## src/rtl/imem_loader.sv

```systemverilog
// ============================================================================
// imem_loader
// ----------------------------------------------------------------------------
// Boot-time writer for the instruction memory. It takes the byte stream that
// arrives from the UART receiver, assembles little-endian 32-bit words and
// writes them through the imem write port. The core is held in reset until a
// complete program image has been written and its checksum has been verified.
//
// Image format (all multi-byte fields little-endian):
//   bytes 0..3       word count N   (1 <= N <= DEPTH, otherwise ERR)
//   next 4*N bytes   payload words
//   final byte       sum mod 256 of every payload byte (header excluded)
//
// Parameters:
//   DEPTH       instruction memory size in words, largest legal N
//   BASE_ADDR   byte address at which word 0 is written
//
// Ports:
//   i_clk        clock
//   i_reset      synchronous active-high reset
//   i_start      single-cycle pulse that begins (or restarts) a load
//   i_rx_data    stream byte
//   i_rx_valid   i_rx_data is valid
//   o_rx_ready   loader accepts a byte (HDR, DATA, CSUM)
//   o_we         imem write strobe, one cycle per word
//   o_waddr      imem byte address, word aligned, held between writes
//   o_wdata      imem write data, held between writes
//   o_cpu_reset  core reset, released only in DONE
//   o_busy       a load is in progress
//   o_done       image written and checksum matched
//   o_error      bad word count or checksum mismatch
// ============================================================================
module imem_loader #(
    parameter int          DEPTH     = 512,
    parameter logic [31:0] BASE_ADDR = 32'h0000_0000
) (
    input  logic        i_clk,
    input  logic        i_reset,
    input  logic        i_start,
    input  logic [7:0]  i_rx_data,
    input  logic        i_rx_valid,
    output logic        o_rx_ready,
    output logic        o_we,
    output logic [31:0] o_waddr,
    output logic [31:0] o_wdata,
    output logic        o_cpu_reset,
    output logic        o_busy,
    output logic        o_done,
    output logic        o_error
);

    // The word index has to be able to hold N itself (it reaches N just as
    // the last word is written), hence DEPTH + 1.
    localparam int IDX_W = $clog2(DEPTH + 1);

    localparam logic [2:0] S_IDLE = 3'd0;
    localparam logic [2:0] S_HDR  = 3'd1;
    localparam logic [2:0] S_DATA = 3'd2;
    localparam logic [2:0] S_CSUM = 3'd3;
    localparam logic [2:0] S_DONE = 3'd4;
    localparam logic [2:0] S_ERR  = 3'd5;

    logic [2:0]       state;
    logic [2:0]       state_next;
    logic [1:0]       byte_cnt;
    logic [23:0]      byte_shift;
    logic [31:0]      word_count;
    logic [IDX_W-1:0] word_idx;
    logic [7:0]       csum_acc;

    logic             receiving;
    logic             accept;
    logic             start_load;
    logic             fourth_byte;
    logic [31:0]      full_word;
    logic             header_bad;
    logic             last_word;
    logic             write_now;

    // ------------------------------------------------------------------------
    // Handshake and decode helpers
    // ------------------------------------------------------------------------
    assign receiving   = (state == S_HDR) || (state == S_DATA) || (state == S_CSUM);
    assign accept      = i_rx_valid && receiving;
    assign start_load  = i_start && ((state == S_IDLE) || (state == S_DONE) || (state == S_ERR));
    assign fourth_byte = (byte_cnt == 2'd3);

    // The three earlier bytes sit in byte_shift with byte 0 in the low lane,
    // so the byte arriving now completes the little-endian word on the spot.
    // The header and every payload word share this path.
    assign full_word  = {i_rx_data, byte_shift};
    assign header_bad = (full_word == 32'd0) || (full_word > 32'(DEPTH));
    assign last_word  = (32'(word_idx) == (word_count - 32'd1));
    assign write_now  = accept && (state == S_DATA) && fourth_byte;

    // ------------------------------------------------------------------------
    // Next-state logic. Bytes are only consumed in HDR/DATA/CSUM, and i_start
    // is only honoured when no load is running.
    // ------------------------------------------------------------------------
    always_comb begin
        state_next = state;
        case (state)
            S_IDLE, S_DONE, S_ERR: begin
                if (i_start) begin
                    state_next = S_HDR;
                end
            end
            S_HDR: begin
                if (accept && fourth_byte) begin
                    state_next = header_bad ? S_ERR : S_DATA;
                end
            end
            S_DATA: begin
                if (accept && fourth_byte && last_word) begin
                    state_next = S_CSUM;
                end
            end
            S_CSUM: begin
                if (accept) begin
                    state_next = (i_rx_data == csum_acc) ? S_DONE : S_ERR;
                end
            end
            default: begin
                state_next = S_IDLE;
            end
        endcase
    end

    // ------------------------------------------------------------------------
    // State register
    // ------------------------------------------------------------------------
    always_ff @(posedge i_clk) begin
        if (i_reset) begin
            state <= S_IDLE;
        end else begin
            state <= state_next;
        end
    end

    // ------------------------------------------------------------------------
    // Byte assembly, word counting and checksum accumulation. A new load
    // clears the counters; byte_shift needs no clearing because every word
    // overwrites all three buffered lanes before it is used.
    // ------------------------------------------------------------------------
    always_ff @(posedge i_clk) begin
        if (i_reset) begin
            byte_cnt   <= 2'd0;
            byte_shift <= 24'd0;
            word_count <= 32'd0;
            word_idx   <= '0;
            csum_acc   <= 8'd0;
        end else if (start_load) begin
            byte_cnt   <= 2'd0;
            word_idx   <= '0;
            csum_acc   <= 8'd0;
        end else if (accept && ((state == S_HDR) || (state == S_DATA))) begin
            byte_cnt   <= byte_cnt + 2'd1;
            byte_shift <= {i_rx_data, byte_shift[23:8]};
            if ((state == S_HDR) && fourth_byte) begin
                word_count <= full_word;
            end
            if (state == S_DATA) begin
                csum_acc <= csum_acc + i_rx_data;
                if (fourth_byte) begin
                    word_idx <= word_idx + IDX_W'(1);
                end
            end
        end
    end

    // ------------------------------------------------------------------------
    // Imem write port. The strobe is registered so it lands in the cycle
    // after the completing byte; address and data stay put until the next
    // write so the memory side can sample them late if it wants to.
    // ------------------------------------------------------------------------
    always_ff @(posedge i_clk) begin
        if (i_reset) begin
            o_we    <= 1'b0;
            o_waddr <= 32'd0;
            o_wdata <= 32'd0;
        end else begin
            o_we <= 1'b0;
            if (write_now) begin
                o_we    <= 1'b1;
                o_waddr <= BASE_ADDR + (32'(word_idx) << 2);
                o_wdata <= full_word;
            end
        end
    end

    // ------------------------------------------------------------------------
    // Status outputs are pure decodes of the state register
    // ------------------------------------------------------------------------
    assign o_rx_ready  = receiving;
    assign o_busy      = receiving;
    assign o_done      = (state == S_DONE);
    assign o_error     = (state == S_ERR);
    assign o_cpu_reset = (state != S_DONE);

endmodule
```

## config.mk

```make
export PLATFORM = sky130hd
export DESIGN_NAME = imem_loader
export DESIGN_NICKNAME = d
export VERILOG_FILES = /design/src/rtl/imem_loader.sv
export SDC_FILE = /design/constraint.sdc
export NUM_CORES = 1
export LEC_CHECK = 0
export BUFFER_PORTS_ARGS = -buffer_cell sky130_fd_sc_hd__buf_2
export CORE_UTILIZATION = 30
export CTS_BUF_LIST = sky130_fd_sc_hd__clkbuf_4 sky130_fd_sc_hd__clkbuf_8
export CTS_CLUSTER_DIAMETER = 80
export CTS_CLUSTER_SIZE = 30
export DETAILED_ROUTE_END_ITERATION = 16
export HOLD_SLACK_MARGIN = 0.1
export PLACE_DENSITY = 0.57
export SLEW_MARGIN = 20
export SYNTH_ARGS = -nofsm -noshare
export SYNTH_HDL_FRONTEND = slang
export SYNTH_SLANG_ARGS = --single-unit
```

## constraint.sdc

```tcl
create_clock -name i_clk -period 2.2 [get_ports i_clk]
set_input_delay 0.11 -clock i_clk [delete_from_list [all_inputs] [get_ports i_clk]]
set_output_delay 0.11 -clock i_clk [all_outputs]
set_load 0.02 [all_outputs]
```

======== After elaboration in Yosys (flattened, before gate mapping) ========
Cells that the tools add are included.
operators by class
  eq/ne operators ......................... 13
  reduce and logical (&&, ||, !) cells .... 22
  $lt $le $gt $ge ......................... 1
  muxes and demuxes ....................... 8
  bitwise operators ....................... 1
  $add $sub $neg .......................... 4
operator list
  operator               count
  $eq 10x32->1           1
  $gt 32x10->1 const B   1
  $logic_not 32->1       1
  $sub 32x1->32 const B  1
  $mux 3                 5
  $pmux 3 s4             1
  $add 10x1->10 const B  1
  $add 8x8->8            1
  $eq 8x8->1             1
  $logic_and 1x1->1      8
  $eq 3x2->1 const B     2
  $eq 3x3->1 const B     2
  $reduce_and 3->1       2
  $logic_or 1x1->1       5
  $ne 2x1->1 const B     2
  $ne 2x2->1 const B     2
  $reduce_and 2->1       2
  $reduce_and 4->1       1
  $eq 3x1->1 const B     1
  $logic_not 3->1        1
  $ne 3x3->1 const B     1
  $reduce_or 3->1        1
  $add 2x1->2 const B    1
  $eq 2x2->1 const B     1
  other kinds (3)        4
storage, ports and cells
  register bits after elaboration ......... 122
  word-level logic and storage cells ...... 58
  input port bits ......................... 12
  output and inout port bits .............. 70

======== Depth between registers and ports, before layout ========
Gate-level depths: netlist of the first run.
  depth after elaboration ................. 8
  mapped depth ............................ 10

======== Worst setup path after synthesis of the first run ========
No wires, ideal clock.
  path type ............................... reg2reg
  from .................................... reg word_count[4]
  to ...................................... reg state[0]
  arrival time ............................ 1994 ps
  data required time ...................... 2130 ps
  stages on the path, launching flop included .. 9
  slack ................................... 136 ps
  period minus slack after synthesis ...... 2064 ps
  cells stage by stage .................... dfxtp_1 > buf_6 > nor3_4 > nand3_2 > or4_1 > xnor2_1 > a2111oi_2 > nand4_1 > a21oi_1
on the way
  cells in the longest elaborated chain, start to end .. 5
RTL lines
  item                               line  RTL
  from (decl)                        67    logic [31:0] word_count;
  from (signal assigned)             160   word_count <= full_word;
  $sub 32x1->32                      93    assign last_word = (32'(word_idx) == (word_count - 32'd1));
  $eq 10x32->1                       93
  $logic_and 1x1->1                  114   if (accept && fourth_byte && last_word) begin
  $ne 2x1->1 (no source line)        n/a
  $reduce_and 4->1 (no source line)  n/a
  to (signal assigned)               136   state <= state_next;
  to (decl)                          63    logic [2:0] state;
Every way passes these cells.
A chain may end at the register's enable or synchronous reset.

======== Worst setup path after layout of the first run ========
  from .................................... reg word_count[11]
  to ...................................... reg state[0]
Same word-level chain as after synthesis.

==> flow_summary.json, run 1 <==
{
  "status": "finished, violations left",
  "violations": "DRC",
  "hold_violations": 0,
  "cts-buffers-inserted": 17,
  "cp-endpoint": "state[0]",
  "row_count": 49,
  "report.final.slew_viol_count": 0,
  "worstPathRequired_ps": 2580,
  "crit_fanout": 3,
  "dieHeight_um": 139,
  "crit_type": "flop to flop",
  "hold_depth": 3,
  "worstPathCellList": "or4_4 > or4_1 > xnor2_1 > a2111oi_2 > nand4_1 > a21oi_1",
  "antenna_found_initial": 0,
  "reg2reg_from": "word_count[11]",
  "syn_avg_cell_area_um2": 8.21,
  "grt_pass1_wl_um": 23300,
  "switching_share": 0.281,
  "synthFlopType": "dfxtp_1",
  "post-route-util": 0.371,
  "synth_common_cells": "nand2_1, dfxtp_1, a21oi_1, nor2_1, mux2i_1",
  "rrSetupSlack_ps": 110,
  "fin_setup_tns_ps": 0,
  "fmax_mhz": 478,
  "power_mw": 4.61,
  "wire_per_inst_um": 13.9,
  "root_buffer": "clkbuf_8",
  "layout-drive-gt1-share": 0.193,
  "syn_inst": 682,
  "cts.sinks": 122,
  "synth_area_leader_cell": "dfxtp_1",
  "skew_ps": 22.3,
  "slowest_stage": "or4_4",
  "yosys_warnings": 0,
  "antenna_cells": 0,
  "cp_slowest_stage_delay_ps": 560,
  "ir_worst_vdd_mv": 0.401,
  "clk_pin_slew_ps": 70,
  "netlist_top_cells_area": "dfxtp_1, nand2_1, a21oi_1, mux2i_1, nor2_1",
  "final_cells": 1010,
  "crit_family": "simple AND/OR/NAND/NOR gates",
  "synth_most_common_cell": "nand2_1",
  "hp-class": "input pin to flop",
  "period_share": 0.950,
  "drt_wl_total_um": 14000,
  "dp_hpwl_um": 9970,
  "dr.pass1.iters": 10,
  "drt_iter0_drc": 281,
  "htree_levels": 4,
  "synth_edf_count": 0,
  "grt_max_degree": 60,
  "synth_async_sr_flop_share": 0,
  "start_util": 0.309,
  "worstSetupStartpoint": "word_count[11]",
  "dieArea_um2": 19200,
  "slew_headroom": 0.554,
  "setup_slack_ps": 110,
  "setup_viol": 0,
  "post_drt_via_cell_ratio": 4.72,
  "r2r_cells": 6,
  "grt_pass1_vias": 4480,
  "clock_power_share": 0.413,
  "synth_top_area_frac": 0.436,
  "nNetsFinal": 791,
  "seq_power_share": 0.499,
  "synth.distinct_cells": 54,
  "grtUsageTotal": 0.153,
  "synth_area_um2": 5600,
  "path_depth": 6,
  "synth-seq-cells": 122,
  "core_area_um2": 18100,
  "dp_worst_setup_slack_ps": 21.9,
  "io_pins": 82,
  "crit_arrival_ps": 2470,
  "critPathLaunchType": "flop",
  "cap_violations": 0,
  "internal_power_mw": 3.31,
  "port_buffers": 59,
  "grt_remaining_overflow": 0,
  "setup.worst_path.end_class": "flop",
  "clockBufferDepth": 2,
  "tightest_slew_ps": 669,
  "die_x_um": 139,
  "yosysSeqAreaShare": 0.436,
  "path_buf_inv": 0,
  "final_antenna_net_count": 0,
  "rsz0062_at_grt": "no",
  "power_density_nw_per_um2": 685,
  "cts_tree": "yes",
  "syn_to_final_growth_pct": 20.2,
  "combPwrFrac": 0.088,
  "fin_crit_ps": 2090,
  "via_count": 4769,
  "clk_latency_ps": 450,
  "dp.cells": 967,
  "timing.rr.end": "state[0]",
  "gp_routability_congestion": 0.867,
  "leakage_nw": 2.90,
  "drc_errors": 8,
  "power.switching_mw": 1.30
}
-- metal layers --
metal	GRT usage	wire length [um]	vias to the layer above
li1	-	-	2447
met1	0.200	6820	2223
met2	0.249	6560	84
met3	0.0269	432	15
met4	0.0614	208	0
met5	0	0	-
-- flip-flops by register name, summed over array words and instances, names as in the netlist --
register / count
state: 3
byte_shift: 24
csum_acc: 8
byte_cnt: 2
word_idx: 10
o_we: 1
word_count: 32
o_wdata: 32
o_waddr: 10
-- layout make-up --
cell class              count  area [um^2]
well taps                 229          287
flip-flops and latches    122         2440
clock buffers              19          262
fillers                  1924        11400
repair buffers            106          691
inverters                  13         48.8
clock inverters            13          119
multi-input cells         508         2880
-- layout by cell type, fill, tap and decap left out, drive strengths merged, types with 2 or more instances in the layout --
cell type	n
nor3	12
nor4	16
nand3	9
a21oi	86
inv	15
clkinv	6
dlygate4sd3	11
ha	10
or4	5
xor2	16
a41oi	2
nor2b	3
nor2	57
xnor2	14
conb	22
nand2	161
mux2	2
and4b	3
o21a	2
o21ai	15
dfxtp	122
a21o	3
and3	2
nor4b	2
clkinvlp	4
or3	3
nand4	9
nand3b	2
mux2i	31
a31oi	4
buf	95
clkbuf	19
or2	2
nor3b	3
a2111oi	2
-- how the worst min path moves through the flow --
stage,to,from
finish,state[2],i_reset
global route,state[2],i_reset
CTS,state[2],i_reset
detailed placement,state[2],i_reset
floorplan,byte_shift[17],i_rx_data[1]
global placement,state[2],i_reset
-- metrics by stage --
stage | hold slack, ps | cell area [um^2]
finish | 439 | 6730
global route | 454 | 6730
CTS | 403 | 6720
detailed placement | 341 | 6220
global placement | 340 | 6220
floorplan | 246 | 5680
-- timing repair --
action / CTS / global route
resized for setup: 1 / 5
buffers inserted: 0 / 0
endpoints found under the hold margin: 27 / 0
pin swaps: 0 / 2
hold buffers: 11 / 0
setup endpoints to repair: 1 / 2
gates cloned: 0 / 0
-- kinds of logic (layout without fill, tap and decap cells) --
logic type	count (synthesis)	in the layout	synth area share
other cells	1	22	0.000669
buf+inv	73	151	0.0672
compound gates	120	120	0.118
simple gates	292	292	0.246
fa+ha+maj	11	11	0.0259
xor+xnor	30	30	0.0469
mux	33	33	0.0594
flops	122	122	0.436
-- power by group through the flow --
stage	Sequential [mW]	Clock (mW)	Combinational (mW)
after detailed placement	2.35	0	0.391
after global routing	2.31	2.05	0.447
after floorplan	2.32	0	0.314
after CTS	2.30	1.96	0.407
final	2.30	1.91	0.406
after global placement	2.35	0	0.391
-- tightest hold or removal path: stages --
cell	delay [ps]
dlygate4sd3_1	520
buf_4	140
nor2_1	50
Note: power is estimated with default switching activity, not from simulation.
==> run 2, diff against run 1 <==
--- a/config.mk
+++ b/config.mk
@@ -5,9 +5,9 @@
 export SDC_FILE = /design/constraint.sdc
 export NUM_CORES = 1
 export LEC_CHECK = 0
+export ABC_AREA = 1
 export BUFFER_PORTS_ARGS = -buffer_cell sky130_fd_sc_hd__buf_2
 export CORE_UTILIZATION = 30
-export CTS_BUF_LIST = sky130_fd_sc_hd__clkbuf_4 sky130_fd_sc_hd__clkbuf_8
 export CTS_CLUSTER_DIAMETER = 80
 export CTS_CLUSTER_SIZE = 30
 export DETAILED_ROUTE_END_ITERATION = 16
==> run 2 against run 1 <==
Synthesized area rose by 7.7%. The flow now finishes without violations. Combinational power rose to 2.6 times the previous value. Largest power group is now clock. Critical path depth rose by 9.
==> flow_summary.json, run 2 <==
{
  "status": "complete, no violations",
  "synth_area_leader_cell": "dfxtp_1",
  "grt_remaining_overflow": 0,
  "report.final.slew_viol_count": 0,
  "worstPathRequired_ps": 2560,
  "drt_wl_total_um": 17000,
  "crit_family": "simple AND/OR/NAND/NOR gates",
  "row_count": 51,
  "yosys_warnings": 0,
  "slowest_stage": "dfxtp_1",
  "synth_async_sr_flop_share": 0,
  "dp_worst_setup_slack_ps": 40.6,
  "fin_crit_ps": 2030,
  "yosysSeqAreaShare": 0.405,
  "dieHeight_um": 144,
  "nNetsFinal": 975,
  "post_drt_via_cell_ratio": 4.63,
  "reg2reg_from": "word_count[7]",
  "syn_avg_cell_area_um2": 6.88,
  "drc_errors": 0,
  "wire_per_inst_um": 13.8,
  "netlist_top_cells_area": "dfxtp_1, nor2_1, o21ai_0, nand2_1, a21oi_1",
  "clk_latency_ps": 420,
  "synth-seq-cells": 122,
  "cts.sinks": 122,
  "cap_violations": 0,
  "layout_commonest_cell": "nor2_1",
  "post-route-util": 0.376,
  "critPathLaunchType": "flop",
  "skew_ps": 4.76,
  "setup.worst_path.end_class": "flop",
  "r2r_cells": 15,
  "final_antenna_net_count": 0,
  "antenna_cells": 0,
  "die_x_um": 144,
  "grtUsageTotal": 0.173,
  "grt_pass1_vias": 5166,
  "synthFlopType": "dfxtp_1",
  "layout-drive-gt1-share": 0.166,
  "io_pins": 82,
  "min_from": "i_rx_data[1]",
  "fmax_mhz": 493,
  "clockBufferDepth": 2,
  "rrSetupSlack_ps": 170,
  "htree_levels": 4,
  "port_buffers": 59,
  "fin_hold_ws_ps": 127,
  "reg.largest.list": "o_wdata (32), word_count (32), byte_shift (24)",
  "root_buffer": "clkbuf_16",
  "drt_iter0_drc": 479,
  "crit_arrival_ps": 2390,
  "synth_area_um2": 6030,
  "antenna_found_initial": 0,
  "grt_pass1_wl_um": 27000,
  "synth_top_area_frac": 0.405,
  "synth_edf_count": 0,
  "grt_max_degree": 65,
  "timing.rr.end": "state[2]",
  "start_util": 0.308,
  "hold_violations": 0,
  "synth_most_common_cell": "nor2_1",
  "dieArea_um2": 20700,
  "setup_viol": 0,
  "gp_routability_congestion": 0.913,
  "synth_common_cells": "nor2_1, nand2_1, dfxtp_1, o21ai_0, a21oi_1",
  "clk_pin_slew_ps": 60,
  "worstPathCellList": "buf_4 > nor2_1 > nand2_2 > nor2_4 > buf_4 > nand3_1 > nand2_1 > nand2_1 > nor2_1 > nand3_1 > nor2_1 > nand2_1 > nand2_2 > nand3_1 > a21oi_2",
  "cts_tree": "yes",
  "via_count": 5695,
  "power_density_nw_per_um2": 864,
  "dp.cells": 1184,
  "crit_type": "flop to flop",
  "dr.pass1.iters": 5,
  "crit_fanout": 5,
  "syn_inst": 877,
  "ir_worst_vdd_mv": 0.597,
  "period_share": 0.923,
  "leakage_nw": 3.47,
  "hp-class": "input pin to flop",
  "path_buf_inv": 2,
  "place_area_um2": 6600,
  "layout_common_cells": "nor2_1, nand2_1, dfxtp_1",
  "final_cells": 1229,
  "cp_slowest_stage_delay_ps": 330,
  "stdcell_area_um2": 7360,
  "hold_depth": 3,
  "dp_hpwl_um": 12600,
  "fin_setup_tns_ps": 0,
  "syn_to_final_growth_pct": 22.1,
  "cts-buffers-inserted": 17,
  "power_mw": 6.36,
  "core_area_um2": 19600,
  "synth.distinct_cells": 37,
  "setup_slack_ps": 170,
  "min_to": "byte_shift[17]"
}
run 2: cell count changes after synthesis, sizes merged, moves of 6 or more:
cell | before | now
inv | 13 | 88
a21oi | 86 | 93
o21ai | 15 | 122
nand3 | 9 | 32
nand2 | 161 | 133
nor2 | 57 | 170
nor4 | 16 | 6
xor2 | 16 | 10
xnor2 | 14 | 5
mux2i | 31 | 0
run 2: cells by family after synthesis:
group | Yosys count | share of synthesized area
buffers and inverters | 143 | 0.104
AO/OA/AOI/OAI | 220 | 0.185
XOR/XNOR | 15 | 0.0218
adder cells (fa/ha/maj) | 11 | 0.0241
other | 1 | 0.000622
flip-flops | 122 | 0.405
AND/OR/NAND/NOR | 365 | 0.259
run 2: worst min-delay path, stage by stage:
cell     delay (ps)
buf_2           130
inv_1           130
a21oi_1         140
run 2: timing repair:
action / 4_1_cts / 5_1_grt
hold endpoints to repair: 25 / 0
hold buffers: 8 / 0
endpoints found under the setup margin: 0 / 3
resized for setup: 0 / 26
buffers inserted: 0 / 5
run 2: layer usage:
metal | GRT usage | wire, um | vias to the layer above
met5 | 0 | 0 | -
met4 | 0.0476 | 225 | 0
met3 | 0.0407 | 622 | 22
li1 | - | - | 2971
met2 | 0.274 | 7830 | 131
met1 | 0.232 | 8320 | 2571
run 2: layout make-up:
type / count / area, um^2
timing repair buffer: 89 / 566
clock inverter: 11 / 121
tap: 265 / 332
fill: 2103 / 12200
clock buffer: 20 / 447
multi-input combinational: 634 / 3120
inverter: 88 / 330
sequential: 122 / 2440
run 2: worst max path at each step:
stage,from,to,slack [ps],depth (start not counted)
2_1_floorplan,word_count[0],state[0],370,16
3_3_place_gp,word_count[0],state[0],120,16
3_5_place_dp,word_count[0],state[2],40,14
4_1_cts,word_count[0],state[2],30,14
5_1_grt,word_count[0],state[0],-4,16
6_report,word_count[7],state[2],170,15
run 2: power breakdown:
part	switching [mW]	internal [mW]	leakage, nW	total [mW]
clock	1.03	1.69	0.276	2.72
combinational	0.714	0.337	2.21	1.05
sequential	0.191	2.40	0.987	2.59
